<file path="config.mk">
export PLATFORM = sky130hd
export DESIGN_NAME = rst_seq_ctrl_flat
export DESIGN_NICKNAME = d
export VERILOG_FILES = /design/src/rtl/rst_seq_ctrl_if.sv /design/src/rtl/rst_seq_ctrl.sv /design/src/flat_wrapper.sv
export SDC_FILE = /design/constraint.sdc
export NUM_CORES = 1
export LEC_CHECK = 0
export ABC_CLOCK_PERIOD_IN_PS = 2530
export BUFFER_PORTS_ARGS = -buffer_cell sky130_fd_sc_hd__buf_4
export CELL_PAD_IN_SITES_DETAIL_PLACEMENT = 1
export CELL_PAD_IN_SITES_GLOBAL_PLACEMENT = 1
export CORE_MARGIN = 2
export CORE_UTILIZATION = 40
export CTS_BUF_LIST = sky130_fd_sc_hd__clkbuf_4 sky130_fd_sc_hd__clkbuf_8 sky130_fd_sc_hd__clkbuf_16
export DETAILED_ROUTE_END_ITERATION = 10
export PLACE_DENSITY = 0.84
export SYNTH_ARGS = -nofsm -noshare
export SYNTH_HDL_FRONTEND = slang
export SYNTH_SLANG_ARGS = --single-unit
</file>
<file path="constraint.sdc">
create_clock -name clk_i -period 2.53 [get_ports clk_i]
set_input_delay 0.1265 -clock clk_i [delete_from_list [all_inputs] [get_ports clk_i]]
set_output_delay 0.1265 -clock clk_i [all_outputs]
set_load 0.01 [all_outputs]
</file>
<file path="src/rtl/rst_seq_ctrl_if.sv">
// Request/status bundle between a software-reset requester and rst_seq_ctrl.
interface rst_seq_ctrl_if;
   logic        req_i;
   logic [15:0] req_len_i;
   logic        rst_no;
   logic        busy_o;
   logic        ack_o;
   logic [7:0]  sw_rst_cnt_o;

   modport master (
      output req_i, req_len_i,
      input  rst_no, busy_o, ack_o, sw_rst_cnt_o
   );

   modport slave (
      input  req_i, req_len_i,
      output rst_no, busy_o, ack_o, sw_rst_cnt_o
   );
endinterface

</file>
<file path="src/rtl/rst_seq_ctrl.sv">
// Reset sequencer: synchronized release, programmable hold, software reset handshake.
// Define RST_SEQ_CTRL_STATS_EN to build the saturating completed-software-reset counter.
//
// state  | meaning
// ASSERT | raw reset active or just released; chain and counters cleared
// SYNC   | shifting a 1 through the release synchronizer
// HOLD   | output reset held low while the counter runs down
// RUN    | output reset released; software requests accepted here
// SWRST  | software reset in progress, counting down the latched length
module rst_seq_ctrl #(
   parameter int unsigned SyncStages = 2,
   parameter int unsigned HoldCycles = 100
) (
   input  logic          clk_i,
   input  logic          rst_ni,
   rst_seq_ctrl_if.slave bus
);

   typedef enum logic [2:0] {
      ST_ASSERT,
      ST_SYNC,
      ST_HOLD,
      ST_RUN,
      ST_SWRST
   } state_e;

   localparam logic [15:0] HoldLoad = 16'(HoldCycles - 1);

   state_e                  state_q, state_d;
   logic [SyncStages-1:0]   sync_q, sync_d;
   logic [15:0]             cnt_q, cnt_d;
   logic                    sw_q, sw_d;
   logic                    rst_no_q, rst_no_d;
   logic                    ack_q, ack_d;

   always_comb begin
      state_d = state_q;
      sync_d  = sync_q;
      cnt_d   = cnt_q;
      sw_d    = sw_q;
      ack_d   = 1'b0;

      unique case (state_q)
         ST_ASSERT, ST_SYNC: begin
            // Leave SYNC on the edge that sets the last stage, so HOLD starts immediately
            sync_d = {sync_q[SyncStages-2:0], 1'b1};
            if (sync_d[SyncStages-1]) begin
               state_d = ST_HOLD;
               cnt_d   = HoldLoad;
            end else begin
               state_d = ST_SYNC;
            end
         end
         ST_HOLD: begin
            if (cnt_q == 16'd0) begin
               state_d = ST_RUN;
               ack_d   = sw_q;
               sw_d    = 1'b0;
            end else begin
               cnt_d = cnt_q - 16'd1;
            end
         end
         ST_RUN: begin
            if (bus.req_i) begin
               state_d = ST_SWRST;
               sw_d    = 1'b1;
               cnt_d   = (bus.req_len_i == 16'd0) ? 16'd0 : bus.req_len_i - 16'd1;
            end
         end
         ST_SWRST: begin
            if (cnt_q == 16'd0) begin
               state_d = ST_HOLD;
               cnt_d   = HoldLoad;
            end else begin
               cnt_d = cnt_q - 16'd1;
            end
         end
         default: state_d = ST_ASSERT;
      endcase

      rst_no_d = (state_d == ST_RUN);
   end

   always_ff @(posedge clk_i or negedge rst_ni) begin
      if (!rst_ni) begin
         state_q  <= ST_ASSERT;
         sync_q   <= '0;
         cnt_q    <= '0;
         sw_q     <= 1'b0;
         rst_no_q <= 1'b0;
         ack_q    <= 1'b0;
      end else begin
         state_q  <= state_d;
         sync_q   <= sync_d;
         cnt_q    <= cnt_d;
         sw_q     <= sw_d;
         rst_no_q <= rst_no_d;
         ack_q    <= ack_d;
      end
   end

   assign bus.rst_no = rst_no_q;
   assign bus.busy_o = (state_q != ST_RUN);
   assign bus.ack_o  = ack_q;

`ifdef RST_SEQ_CTRL_STATS_EN
   logic [7:0] sw_cnt_q, sw_cnt_d;

   always_comb begin
      sw_cnt_d = sw_cnt_q;
      if (ack_d && (sw_cnt_q != 8'hFF)) begin
         sw_cnt_d = sw_cnt_q + 8'd1;
      end
   end

   always_ff @(posedge clk_i or negedge rst_ni) begin
      if (!rst_ni) begin
         sw_cnt_q <= '0;
      end else begin
         sw_cnt_q <= sw_cnt_d;
      end
   end

   assign bus.sw_rst_cnt_o = sw_cnt_q;
`else
   assign bus.sw_rst_cnt_o = '0;
`endif

endmodule

</file>
<file path="src/flat_wrapper.sv">
// flat-port wrapper written by rule: the top's interface ports become plain ports
module rst_seq_ctrl_flat 
#(
   parameter int unsigned SyncStages = 2,
   parameter int unsigned HoldCycles = 100
)
  (clk_i, rst_ni, bus_req_i, bus_req_len_i, bus_rst_no, bus_busy_o, bus_ack_o, bus_sw_rst_cnt_o);
  rst_seq_ctrl_if bus_i ();
  input  logic clk_i;
  input  logic rst_ni;
  input wire logic [$bits(bus_i.req_i)-1:0] bus_req_i;
  input wire logic [$bits(bus_i.req_len_i)-1:0] bus_req_len_i;
  output wire logic [$bits(bus_i.rst_no)-1:0] bus_rst_no;
  output wire logic [$bits(bus_i.busy_o)-1:0] bus_busy_o;
  output wire logic [$bits(bus_i.ack_o)-1:0] bus_ack_o;
  output wire logic [$bits(bus_i.sw_rst_cnt_o)-1:0] bus_sw_rst_cnt_o;
  assign bus_i.req_i = bus_req_i;
  assign bus_i.req_len_i = bus_req_len_i;
  assign bus_rst_no = bus_i.rst_no;
  assign bus_busy_o = bus_i.busy_o;
  assign bus_ack_o = bus_i.ack_o;
  assign bus_sw_rst_cnt_o = bus_i.sw_rst_cnt_o;
  rst_seq_ctrl #(.SyncStages(SyncStages), .HoldCycles(HoldCycles)) u_core (.clk_i(clk_i), .rst_ni(rst_ni), .bus(bus_i));
endmodule
</file>
== Yosys cells after proc, flatten, opt, wreduce, memory -nomap -nowiden ==
Index checks and enable logic that the tools add are counted.
Storage, ports and cells
  input port bits: 19
  flip-flop bits (word level): 23
  output and inout port bits: 11
  logic and storage cells: 42
Cells by class
  reduce and logical (&&, ||, !) cells: 8
  $add $sub $neg: 2
  multiplexer cells: 16
  equal/unequal tests: 10
Operators with widths (count)
  $mux W16: 5
  $pmux W16 S4: 1
  $logic_not A16 Y1: 2
  $sub A16 B1 Y16 const B: 2
  $pmux W3 S4: 1
  $eq A3 B2 Y1 const B: 3
  $mux W3: 3
  $mux W1: 4
  $ne A2 B1 Y1 const B: 2
  $ne A2 B2 Y1 const B: 2
  $reduce_and A4 Y1: 1
  $reduce_bool A4 Y1: 1
  $eq A3 B1 Y1 const B: 1
  $eq A3 B3 Y1 const B: 1
  $logic_not A3 Y1: 1
  $ne A3 B2 Y1 const B: 1
  $reduce_and A3 Y1: 1
  $mux W2: 1
  $pmux W1 S2: 1
  $reduce_bool A2 Y1: 1
  $reduce_or A2 Y1: 1

== Depth between registers and ports, before layout ==
  depth in word-level cells: 4
  gate-level depth with buffers: 8
  gate-level depth less buffers: 7

== Worst setup path after synthesis ==
No wires, ideal clock.
  path type: register to register
  start: register u_core.cnt_q[0]
  end: register u_core.cnt_q[10]
  path slack: 0.469 ns
  buffers on the path: 1
  arrival: 1.935 ns
  required time: 2.404 ns
  stages on the path, launching flop included: 9
  library setup time: 0.126 ns
  clock period less this slack: 2.061 ns
  cells stage by stage: dfrtp_1 inv_1 ha_1 nor4b_2 a41o_1 o221a_1 buf_2 a21o_1 a221o_1
Between the ends
  longest elaborated chain between the ends: 3
  elaborated cells on any way between the ends: 7
  those cells by class: add/sub (1); eq/ne (1); mux (3); reduce/logical (2)
RTL lines
  from (decl): line rst_seq_ctrl.sv:31  | logic [15:0] cnt_q, cnt_d;
  from (signal assigned): line rst_seq_ctrl.sv:95  | cnt_q <= cnt_d;
  $sub A16 B1 Y16 or $logic_not A16 Y1 (tied branches)
  $mux W16 (tied with other cells): line rst_seq_ctrl.sv:71  | if (cnt_q == 16'd0) begin
  $pmux W16 S4 or $reduce_and A4 Y1 (tied branches)
Parallel ways exist; a longest one is shown, timed or not. The select of a mux whose other input is x is not followed.
A chain may end at the register's enable or synchronous reset.

== Final worst setup path ==
  start: register u_core.cnt_q[0]
  end: register u_core.cnt_q[5]
The elaborated chain is that of the path after synthesis.

==> reports/metrics.yaml <==
max_slew_margin_pct: 55.8
via_per_inst: 6.03
run_status: "finished clean"
path_clk_slew_ns: 0.09
required_ns: 2.69
synth-edff-count: 0
worstPathArrival_ns: 2.45
antenna_found_initial: 0
fin_ws_ns: 0.233
postCtsSetupBuffers: 0
cp_max_fo: 6
grt_use_total_pct: 21.4
dp_hpwl_um: 4040
floorplan.initialDensity_pct: 41.6
setup_tns_ns: 0
grt_setup_unrepaired: "false"
grt_pass1_vias: 1815
cellPowerDensity_nw_per_um2: 324
crit_path_end_kind: "flip-flop"
dpl_worst_slack_ns: 0.160
dieArea_sq_um: 5120
clk_latency_ns: 0.26
synth-adder-area-share_pct: 2.06
r2r_setup_slack_ns: 0.23
drv_slew: 0
finClkSkew_ns: 0.00181
async_flop_share_pct: 100
grt_max_degree: 24
num-fill-cells: 541
ys_warn_count: 0
worstSetupPathType: "reg -> reg"
synth_area_per_cell_sq_um: 8.65
grt_pass1_wl_um: 8640
pin_count: 30
crit_path_start: "u_core.cnt_q[0]"
maxCapViolations: 0
power_leakage_nw: 0.882
io_buffers: 21
drc: 0
cts_max_path_buffers: 2
hold_violations: 0
final_cell_mix: "27 x buf_4, 23 x dfrtp_1, 18 x nor2_1, 14 x nand2_1, 14 x o21ai_0"
r2r_cells: 8
setup_viol: 0
dp_cells: 282
floorplan.die.height_um: 71.5
first_pass_iters: 4
synth_compound_area_share_pct: 24.9
first_iter_violations: 112
synthMuxAreaShare_pct: 0.549
fp.dieW_um: 71.5
root_buffer: "clkbuf_8"
synth_top_family_by_area: "simple AND/OR/NAND/NOR gates"
routedWlPerCell_um: 17.6
synthesis.instances: 211
hold_path.class: "in -> reg"
final_antenna_net_count: 0
instances_no_fill: 287
setup.worst_path.end: "u_core.cnt_q[5]"
synth_area_sq_um: 1820
r2r-start: "u_core.cnt_q[0]"
worstSetupStartpointType: "flip-flop"
synth_top_flop_cell: "dfrtp_1"
num_rows: 24
fin_crit_sh_pct: 90.8
r2r_end: "u_core.cnt_q[5]"
ys_seq_area_share_pct: 31.6
synthToLayoutAreaGrowth_pct: 14.4
synth-simple-area-share_pct: 27.9
antennaDiodeCount: 0
total_power_mw: 0.676
drive_gt1_share_pct: 19.1
coreArea_sq_um: 4380
peakVddDrop_mv: 0.161
cts.sinks: 23
routed_wirelength_um: 5060
cts_max_level: 1
gp_congestion: 0.849
final_common_cell: "buf_4"
clock.fmax_mhz: 435
overflow: 0
hp-start: "bus_req_len_i[12]"
yosysUniqueCellTypes: 60
worstMarginPinSlew_ns: 0.659
num_vias: 1732
synthXorXnorAreaFrac_pct: 6.24
final_nets: 258
numCtsBuffers: 3
cts_tree: "yes"
layout_min_cycle_time_ns: 2.30
synth-seq-cells: 23
[cell usage after synthesis (all sizes together), types with 3 or more instances]
cell type / n / share of area, %
dfrtp: 23 / 32
nor2: 18 / 3.7
o21ai: 16 / 4.4
nand2: 14 / 2.9
nor3: 13 / 3.8
buf: 11 / 4.3
a21oi: 8 / 2.2
nor4: 8 / 3.1
xnor2: 8 / 3.8
inv: 7 / 1.4
nand3: 6 / 1.6
a211oi: 5 / 2.1
xor2: 5 / 2.4
a32oi: 4 / 1.9
clkbuf: 4 / 0.89
nor2b: 4 / 1.4
a221o: 3 / 1.6
ha: 3 / 2.1
nand2b: 3 / 1.4
nand4: 3 / 1.0
o21a: 3 / 1.6
o2bb2ai: 3 / 1.4
or3: 3 / 1.3
or4: 3 / 1.9
[area by class of cell]
class | count | area, sq um | share of cell area, %
well taps | 52 | 65.1 | 3.12
multi-input cells | 173 | 1160 | 55.6
clock buffers | 3 | 41.3 | 1.98
clock inverters | 1 | 5.00 | 0.240
inverters | 7 | 26.3 | 1.26
flip-flops and latches | 23 | 576 | 27.6
repair buffers | 28 | 213 | 10.2
[kinds of logic after synthesis]
logic type	after synthesis
compound gates	62
xor+xnor	13
fa+ha+maj	3
buf+inv	22
flops	23
mux	1
other cells	1
simple gates	86
[state kept, by name (all words and copies together), names as in the netlist]
name               count
u_core.bus.ack_o       1
u_core.bus.rst_no      1
u_core.cnt_q          16
u_core.state_q         3
u_core.sw_q            1
u_core.sync_q          1
[repair_timing]
action | 4_1_cts | 5_1_grt
hold endpoints to repair | 23 | 0
endpoints found under the setup margin | 0 | 1
hold buffers | 1 | 0
gates resized for setup | 0 | 1
[worst max-delay path, cell delays in order (launching register included)]
cell and delay, ns:
dfrtp_1 0.42, inv_1 0.11, ha_1 0.22, nor4b_2 0.18
a41o_1 0.30, buf_4 0.17, nor2_1 0.40, a31oi_1 0.15
o22a_1 0.23
[metal layers]
metal  vias up  global-route usage (%)  wire length (um)
met4         0                    7.34               108
met2        36                    37.4              2560
li1        822                       -                 -
met1       864                    27.5              2240
met5         -                       0                 0
met3        10                    2.39               144
[through the flow]
stage               cell area [sq um]  hold WS, ns  util (%)
floorplan                        1850       -0.169         -
global placement                 2020       0.0390      46.2
detailed placement               2020       0.0428      46.2
CTS                              2080        0.185      47.5
global route                     2090        0.198      47.6
finish                           2090        0.182      47.6
[power breakdown]
| group | internal [mW] | switching [mW] |
|---|---|---|
| Sequential | 0.367 | 0 |
| Clock | 0.110 | 0.125 |
| Combinational | 0.0330 | 0.0406 |
[worst min-delay path by stage]
stage	endpoint	cells after the start
finish	u_core.cnt_q[12]	4
global route	u_core.cnt_q[0]	3
CTS	u_core.cnt_q[0]	3
detailed placement	u_core.cnt_q[12]	1
global placement	u_core.cnt_q[12]	1
floorplan	u_core.bus.ack_o	0
Note: power is estimated with default switching activity, not from simulation.
